## config.mk

```make
export PLATFORM = sky130hd
export DESIGN_NAME = gpio_in_capture
export DESIGN_NICKNAME = d
export VERILOG_FILES = /design/src/rtl/gpio_in_capture.sv
export SDC_FILE = /design/constraint.sdc
export NUM_CORES = 1
export LEC_CHECK = 0
export CAP_MARGIN = 20
export CORE_MARGIN = 4
export CORE_UTILIZATION = 28
export CTS_CLUSTER_SIZE = 25
export DETAILED_ROUTE_END_ITERATION = 10
export PLACE_DENSITY = 0.51
export SLEW_MARGIN = 5
export SYNTH_ARGS = -nofsm -noshare
export SYNTH_HDL_FRONTEND = slang
export SYNTH_SLANG_ARGS = --single-unit
```

## constraint.sdc

```tcl
create_clock -name clk -period 4.8 [get_ports clk]
set_clock_uncertainty 0.05 [all_clocks]
set_input_delay 0.72 -clock clk [delete_from_list [all_inputs] [get_ports clk]]
set_output_delay 0.72 -clock clk [all_outputs]
set_load 0.005 [all_outputs]
```

## src/rtl/gpio_in_capture.sv

```systemverilog
// GPIO input front end: pin synchronizer, masked change detect and a show-ahead snapshot FIFO.
// Optional per-entry cycle timestamp on `ts` when GPIO_CAP_TIMESTAMP_EN is defined.
module gpio_in_capture #(
  parameter int WIDTH       = 32,
  parameter int DEPTH       = 4,
  parameter int SYNC_STAGES = 2
) (
  input  logic                     clk,
  input  logic                     reset,
  input  logic [WIDTH-1:0]         gpio_pins,
  input  logic                     cap_en,
  input  logic [WIDTH-1:0]         mask,
  output logic                     out_valid,
  input  logic                     out_ready,
  output logic [WIDTH-1:0]         out_data,
  output logic [$clog2(DEPTH)-1:0] out_addr,
  output logic [$clog2(DEPTH):0]   level,
  output logic                     ovf,
  input  logic                     ovf_clr
`ifdef GPIO_CAP_TIMESTAMP_EN
  ,
  output logic [15:0]              ts
`endif
);

  localparam int AW    = $clog2(DEPTH);
  localparam int ARM_N = SYNC_STAGES + 1;
  localparam int ARM_W = $clog2(ARM_N + 1);
  localparam logic [AW:0]       FULL_LVL = (AW+1)'(DEPTH);
  localparam logic [ARM_W-1:0]  ARM_DONE = ARM_W'(ARM_N);

  logic [WIDTH-1:0] sync_p [SYNC_STAGES];
  logic [WIDTH-1:0] sync;
  logic [WIDTH-1:0] prev_p;
  logic [ARM_W-1:0] arm_cnt;
  logic             armed;
  logic             chg;
  logic             push_req;
  logic             push_acc;
  logic             pop;
  logic             full;
  logic [AW-1:0]    slot;
  logic [AW-1:0]    wr_ptr;
  logic [AW-1:0]    rd_ptr;
  logic [WIDTH-1:0] data_mem [DEPTH];
  logic [AW-1:0]    addr_mem [DEPTH];

  // Synchronizer stages and the one-cycle-delayed copy used for change detect
  always_ff @(posedge clk) begin
    if (reset) begin
      for (int i = 0; i < SYNC_STAGES; i++) sync_p[i] <= '0;
      prev_p <= '0;
    end else begin
      sync_p[0] <= gpio_pins;
      for (int i = 1; i < SYNC_STAGES; i++) sync_p[i] <= sync_p[i-1];
      prev_p <= sync;
    end
  end

  assign sync = sync_p[SYNC_STAGES-1];

  // Captures stay suppressed until the synchronizer and prev have flushed reset zeros
  always_ff @(posedge clk) begin
    if (reset) begin
      arm_cnt <= '0;
    end else if (!armed) begin
      arm_cnt <= arm_cnt + ARM_W'(1);
    end
  end

  assign armed    = (arm_cnt == ARM_DONE);
  assign chg      = |((sync ^ prev_p) & mask);
  assign push_req = armed & cap_en & chg;
  assign full     = (level == FULL_LVL);
  assign pop      = out_valid & out_ready;
  assign push_acc = push_req & (~full | pop);

  // FIFO control
  always_ff @(posedge clk) begin
    if (reset) begin
      wr_ptr <= '0;
      rd_ptr <= '0;
      slot   <= '0;
      level  <= '0;
      ovf    <= 1'b0;
    end else begin
      if (push_acc) begin
        wr_ptr <= wr_ptr + AW'(1);
        slot   <= slot + AW'(1);
      end
      if (pop) rd_ptr <= rd_ptr + AW'(1);
      case ({push_acc, pop})
        2'b10:   level <= level + (AW+1)'(1);
        2'b01:   level <= level - (AW+1)'(1);
        default: level <= level;
      endcase
      // A fresh overflow outranks a clear in the same cycle
      if (push_req & full & ~pop) ovf <= 1'b1;
      else if (ovf_clr)           ovf <= 1'b0;
    end
  end

  always_ff @(posedge clk) begin
    if (push_acc) begin
      data_mem[wr_ptr] <= sync;
      addr_mem[wr_ptr] <= slot;
    end
  end

  assign out_valid = (level != '0);
  assign out_data  = out_valid ? data_mem[rd_ptr] : '0;
  assign out_addr  = out_valid ? addr_mem[rd_ptr] : '0;

`ifdef GPIO_CAP_TIMESTAMP_EN
  logic [15:0] ts_cnt;
  logic [15:0] ts_mem [DEPTH];

  always_ff @(posedge clk) begin
    if (reset) ts_cnt <= '0;
    else       ts_cnt <= ts_cnt + 16'd1;
  end

  always_ff @(posedge clk) begin
    if (push_acc) ts_mem[wr_ptr] <= ts_cnt;
  end

  assign ts = out_valid ? ts_mem[rd_ptr] : '0;
`endif

endmodule

```

# Word-level counts from Yosys, hierarchy flattened
# Memory sizes are Yosys's and may differ from the RTL's. A register that Yosys moved wholly into a read port is not among the register bits.
# Cells that the tools add are included.
dict set report classes {
  shifts 0
  eq_ne 4
  multipliers 0
  mux 16
  n_reduce_logical 4
  addsub 6
  n_bitwise 13
  div_mod_pow 0
  magnitude_cmp 0
}
# cell count
set ops {}
lappend ops {{two-way mux 32 bit} 3}
lappend ops {{AND 32 bit} 1}
lappend ops {{OR reduction 32 bit} 1}
lappend ops {{XOR 32 bit} 1}
lappend ops {{two-way mux 2 bit} 5}
lappend ops {{adder 2 x 1 -> 2 bit, second input constant} 4}
lappend ops {{two-way mux 1 bit} 7}
lappend ops {{AND 1 bit} 6}
lappend ops {{case mux 3 bit (2 select lines)} 1}
lappend ops {{equality test 2 bit, second input constant} 2}
lappend ops {{nonzero test 2 bit} 2}
lappend ops {{adder 3 x 1 -> 3 bit, second input constant} 1}
lappend ops {{equality test 3 bit, second input constant} 1}
lappend ops {{bitwise OR 1 bit} 3}
lappend ops {{nonzero test 3 bit} 1}
lappend ops {{subtractor 3 x 1 -> 3 bit, second input constant} 1}
lappend ops {{equality test 2 x 1 -> 1 bit, second input constant} 1}
lappend ops {{NOT 1 bit} 2}
dict set report word_totals {
  latchBits 0
  wordCells 53
  mem_count 3
  output_inout_bits 39
  input_bits 69
  rom_bits 0
  mem_bits_rw 200
  ff_bits 44
}
# memory words word_bits read_ports rd_ports_with_merged_regs write_ports line_no
set mem_list {}
lappend mem_list {data_mem 4 32 1 1 1 45} ;# logic [WIDTH-1:0] data_mem [DEPTH];
lappend mem_list {sync_p 2 32 2 0 2 32} ;# logic [WIDTH-1:0] sync_p [SYNC_STAGES];
lappend mem_list {addr_mem 4 2 1 1 1 46} ;# logic [AW-1:0] addr_mem [DEPTH];

# Depth between registers and ports, before layout
dict set report depth {
  ltp_word 7
  ltp_mapped 10
  depth_no_buf 10
}

# Worst setup path after synthesis
# Ideal clock, no wire load.
dict set report synth_timing {
  path_kind {input-to-reg}
  start {in mask[23]}
  end {reg level[2]}
  cell_stages 9
  path_slack_ns 2.255
  arrival_time_ns 2.374
  t_required_ns 4.629
  setup_ns 0.121
  path_buffers 0
  cell_sequence {a22oi_1 nand4_1 nor4_4 nor2_1 nor2_1 fa_1 nor3b_1 mux2i_1 mux2_2}
}
dict set report synth_between {
  elab_chain_cells 6
  elab_cells_between_ends 8
  classes_between {2 x eq/ne; 1 x mux; 3 x bitwise; 2 x reduce/logical}
}
# element line_no
set synth_lines {}
lappend synth_lines {{start, declared} 12} ;# input logic [WIDTH-1:0] mask,
lappend synth_lines {{AND 32 bit *} 72} ;# assign chg = |((sync ^ prev_p) & mask);
lappend synth_lines {{OR reduction 32 bit *} 72}
lappend synth_lines {{AND 1 bit *} 73} ;# assign push_req = armed & cap_en & chg;
lappend synth_lines {{AND 1 bit *} 76} ;# assign push_acc = push_req & (~full | pop);
lappend synth_lines {{equality test 2 x 1 -> 1 bit / equality test 2 bit (equally long branches)} 92} ;# case ({push_acc, pop})
lappend synth_lines {{case mux 3 bit (2 select lines) / nonzero test 2 bit (equally long branches)} -}
lappend synth_lines {{end signal, assigned} 93} ;# 2'b10: level <= level + (AW+1)'(1);
lappend synth_lines {{end signal, assigned} 94} ;# 2'b01: level <= level - (AW+1)'(1);
lappend synth_lines {{end signal, assigned} 95} ;# default: level <= level;
lappend synth_lines {{end, declared} 17} ;# output logic [$clog2(DEPTH):0] level,
# Mark *: on every way between the ends. The rest lies on a longest branch, timed or not.
# A chain may end at the register's enable or synchronous reset.

==> flow_metrics.env <==
export IMPL_crit_chain="buf_4, mux4_2, and2_1, clkdlybuf4s50_1"
export IMPL_numPortBuffers=107
export IMPL_synth_top_area_share_pct=46.2
export IMPL_pre_cts_slack_ps=1130
export IMPL_reg2reg_setup_slack_ps=1620
export IMPL_num_rows=64
export IMPL_power_leakage_nw=4.00
export IMPL_ant_nets=0
export IMPL_drc_errors=0
export IMPL_area_growth_syn_to_layout_pct=27.2
export IMPL_via_count=4637
export IMPL_fin_area_um2=11300
export IMPL_grt_max_degree=75
export IMPL_finalSetupTns_ps=0
export IMPL_grt_pass1_wl_um=29000
export IMPL_finalPower_mw=4.81
export IMPL_cts_sinks=246
export IMPL_cts_made_buffers=27
export IMPL_critPathMaxStageDelay_ps=740
export IMPL_holdWs_ps=381
export IMPL_hold_class="reg2reg"
export IMPL_yosys_area_top_type="edfxtp_1"
export IMPL_ys_types=30
export IMPL_clockBufferDepth=3
export IMPL_drtIter0Drc=217
export IMPL_max_cap_violations=0
export IMPL_place_area_um2=10400
export IMPL_slew_violations=0
export IMPL_cp_top_family="buffers and inverters"
export IMPL_initial_utilization_pct=28.6
export IMPL_place_hpwl_um=12500
export IMPL_worstPathArrival_ps=2910
export IMPL_fin_crit_sh_pct=76.8
export IMPL_ys_ff_latch=246
export IMPL_yosysWarnings=0
export IMPL_clockRootBuffer="clkbuf_16"
export IMPL_tightestPinTransition_ps=974
export IMPL_worstRegToRegCells=6
export IMPL_slowest_stage="dfxtp_2"
export IMPL_layout_cells_non_filler=1083
export IMPL_worst_slack_ps=1120
export IMPL_gp_congestion=0.698
export IMPL_grt_overflow=0
export IMPL_synth_simple_area_share_pct=12.3
export IMPL_clk_pin_slew_ps=60
export IMPL_min_period_ps=3680
export IMPL_whs_path_depth=1
export IMPL_grt_pass1_vias=5067
export IMPL_ys_seq_area_share_pct=71.1
export IMPL_antenna_found_initial=0
export IMPL_synth_area_leaders="edfxtp_1, dfxtp_1, mux4_2"
export IMPL_cts_tree="yes"
export IMPL_htreeDepth=1
export IMPL_setup_violations=0
export IMPL_insertedDiodeCount=0
export IMPL_groute_usage_overall_pct=10.8
export IMPL_wire_per_inst_um=17.2
export IMPL_critPathBufInv=2
export IMPL_post_cts_resized=0
export IMPL_core_area_um2=30900
export IMPL_cp_max_fo=17
export IMPL_rsz0062_at_grt="no"
export IMPL_synth_nets=622
export IMPL_critPathCaptureType="output port"
export IMPL_nFillCells=2953
export IMPL_ios=108
export IMPL_postCtsHoldBufs=0
export IMPL_slew_headroom_pct=35.1
export IMPL_final_hold_viol_count=0
export IMPL_synth_top_family_by_area="simple AND/OR/NAND/NOR gates"
export IMPL_synthCells=547
export IMPL_place_inst=1033
export IMPL_netlist_area_um2=8840
export IMPL_dieArea_um2=34500
export IMPL_avgSynthCellArea_um2=16.2
export IMPL_nNetsFinal=741
export IMPL_hold_end="sync_p[0][60]"
export IMPL_max_freq_mhz=271
export IMPL_r2r_end="data_mem[0][9]"
export IMPL_clock_latency_ps=520
export IMPL_firstDrtPassIters=4
export IMPL_worstSetupPathType="reg2out"
export IMPL_layout_drive_gt1_share_pct=14.1
export IMPL_routed_wl_um=18600
export IMPL_die_height_um=186
export IMPL_r2r_start="sync_p[0][35]"
export IMPL_worstPathRequired_ps=4030
export IMPL_post_cts_buffers=0
export IMPL_die_w_um=186
export IMPL_vias_per_cell=4.28
export IMPL_hp_start="sync_p[0][28]"
export IMPL_crit_path_start_kind="flop"
export IMPL_max_vdd_ir_drop_v=0.000282
export IMPL_synth_mux_area_share_pct=9.12
export IMPL_status="finished, final reports clean"
export IMPL_synthXorXnorAreaFrac_pct=3.76
export IMPL_pwr_density_cell_nw_per_um2=427
export IMPL_synth_compound_area_share_pct=1.50
export IMPL_synth_adder_area_share_pct=0.934
export IMPL_final_util_pct=36.4
==> kinds of logic (layout without fill, tap and decap cells) <==
kind of cell | count (synthesis) | count (layout)
compound gates | 18 | 18
simple gates | 174 | 174
flops | 246 | 246
xor+xnor | 38 | 38
mux | 38 | 38
buf+inv | 27 | 167
fa+ha+maj | 6 | 6
==> routing by layer <==
layer  vias to the layer above  global-route usage, %  wire (um)
met4                         0                   2.22        308
met1                      2318                   14.1       8140
met5                         -                      0          0
li1                       2197                      -          -
met2                        98                   18.5       9300
met3                        24                   2.52        889
==> report_power, final <==
part	total, mW	internal, mW	switching, mW
Combinational	0.474	0.282	0.192
Clock	2.01	1.20	0.804
Sequential	2.33	2.27	0.0545
==> layout make-up <==
| class | count | area [um^2] | share of cell area (%) |
|---|---|---|---|
| inverters | 2 | 7.51 | 0.0667 |
| flip-flops and latches | 246 | 6290 | 55.9 |
| repair buffers | 115 | 1130 | 10.0 |
| clock buffers | 34 | 742 | 6.59 |
| well taps | 396 | 495 | 4.40 |
| multi-input cells | 274 | 2450 | 21.7 |
| clock inverters | 16 | 145 | 1.29 |
==> cells in the final DEF, fill, tap and decap left out, types with 2 or more instances in the layout <==
| cell type | netlist | routed |
|---|---|---|
| xnor2_1 | 4 | 4 |
| clkinv_1 | 0 | 2 |
| nand2_1 | 3 | 3 |
| buf_4 | 0 | 9 |
| nor2_1 | 15 | 15 |
| edfxtp_1 | 136 | 136 |
| inv_1 | 2 | 2 |
| clkbuf_8 | 0 | 4 |
| nor4b_1 | 2 | 2 |
| nand4_1 | 6 | 6 |
| and2_2 | 4 | 4 |
| ha_1 | 5 | 5 |
| clkinv_4 | 0 | 3 |
| dfxtp_1 | 110 | 108 |
| clkbuf_1 | 21 | 3 |
| clkbuf_16 | 0 | 27 |
| clkinv_2 | 0 | 7 |
| or4b_1 | 3 | 3 |
| mux2i_1 | 3 | 3 |
| and2_1 | 35 | 35 |
| dfxtp_2 | 0 | 2 |
| mux4_2 | 34 | 34 |
| nand4b_1 | 3 | 3 |
| nor2b_1 | 98 | 98 |
| bufinv_16 | 0 | 2 |
| a22oi_1 | 16 | 16 |
| xor2_1 | 34 | 34 |
| clkdlybuf4s50_1 | 0 | 106 |
==> flip-flops by register name (all words and copies together) (netlist names), named ones only <==
register / cells
addr_mem: 8
arm_cnt: 2
data_mem: 128
level: 3
ovf: 1
prev_p: 32
rd_ptr: 2
slot: 2
sync_p: 64
wr_ptr: 2
==> synth_stat cells, drive strengths merged <==
| cell | n |
|---|---|
| nor4 | 1 |
| o211ai | 1 |
| nor3 | 1 |
| mux4 | 34 |
| xnor2 | 4 |
| nand4 | 6 |
| xor2 | 34 |
| or4b | 3 |
| or3 | 1 |
| nor2b | 98 |
| buf | 4 |
| and2 | 39 |
| mux2 | 1 |
| dfxtp | 110 |
| nand3 | 1 |
| mux2i | 3 |
| nor4b | 2 |
| nand4b | 3 |
| nor3b | 1 |
| a22oi | 16 |
| ha | 5 |
| nor2 | 15 |
| inv | 2 |
| edfxtp | 136 |
| nand2 | 3 |
| clkbuf | 21 |
| fa | 1 |
| a21oi | 1 |
==> worst max-delay path by stage <==
stage	to	slack, ps	depth (start not counted)
final	out_addr[0]	1120	4
after global routing	out_addr[0]	860	4
after CTS	out_addr[0]	1000	4
after detailed placement	data_mem[0][6]	1130	6
after global placement	data_mem[0][6]	1210	6
after floorplan	level[2]	2260	9
Note: power is estimated with default switching activity, not from simulation.
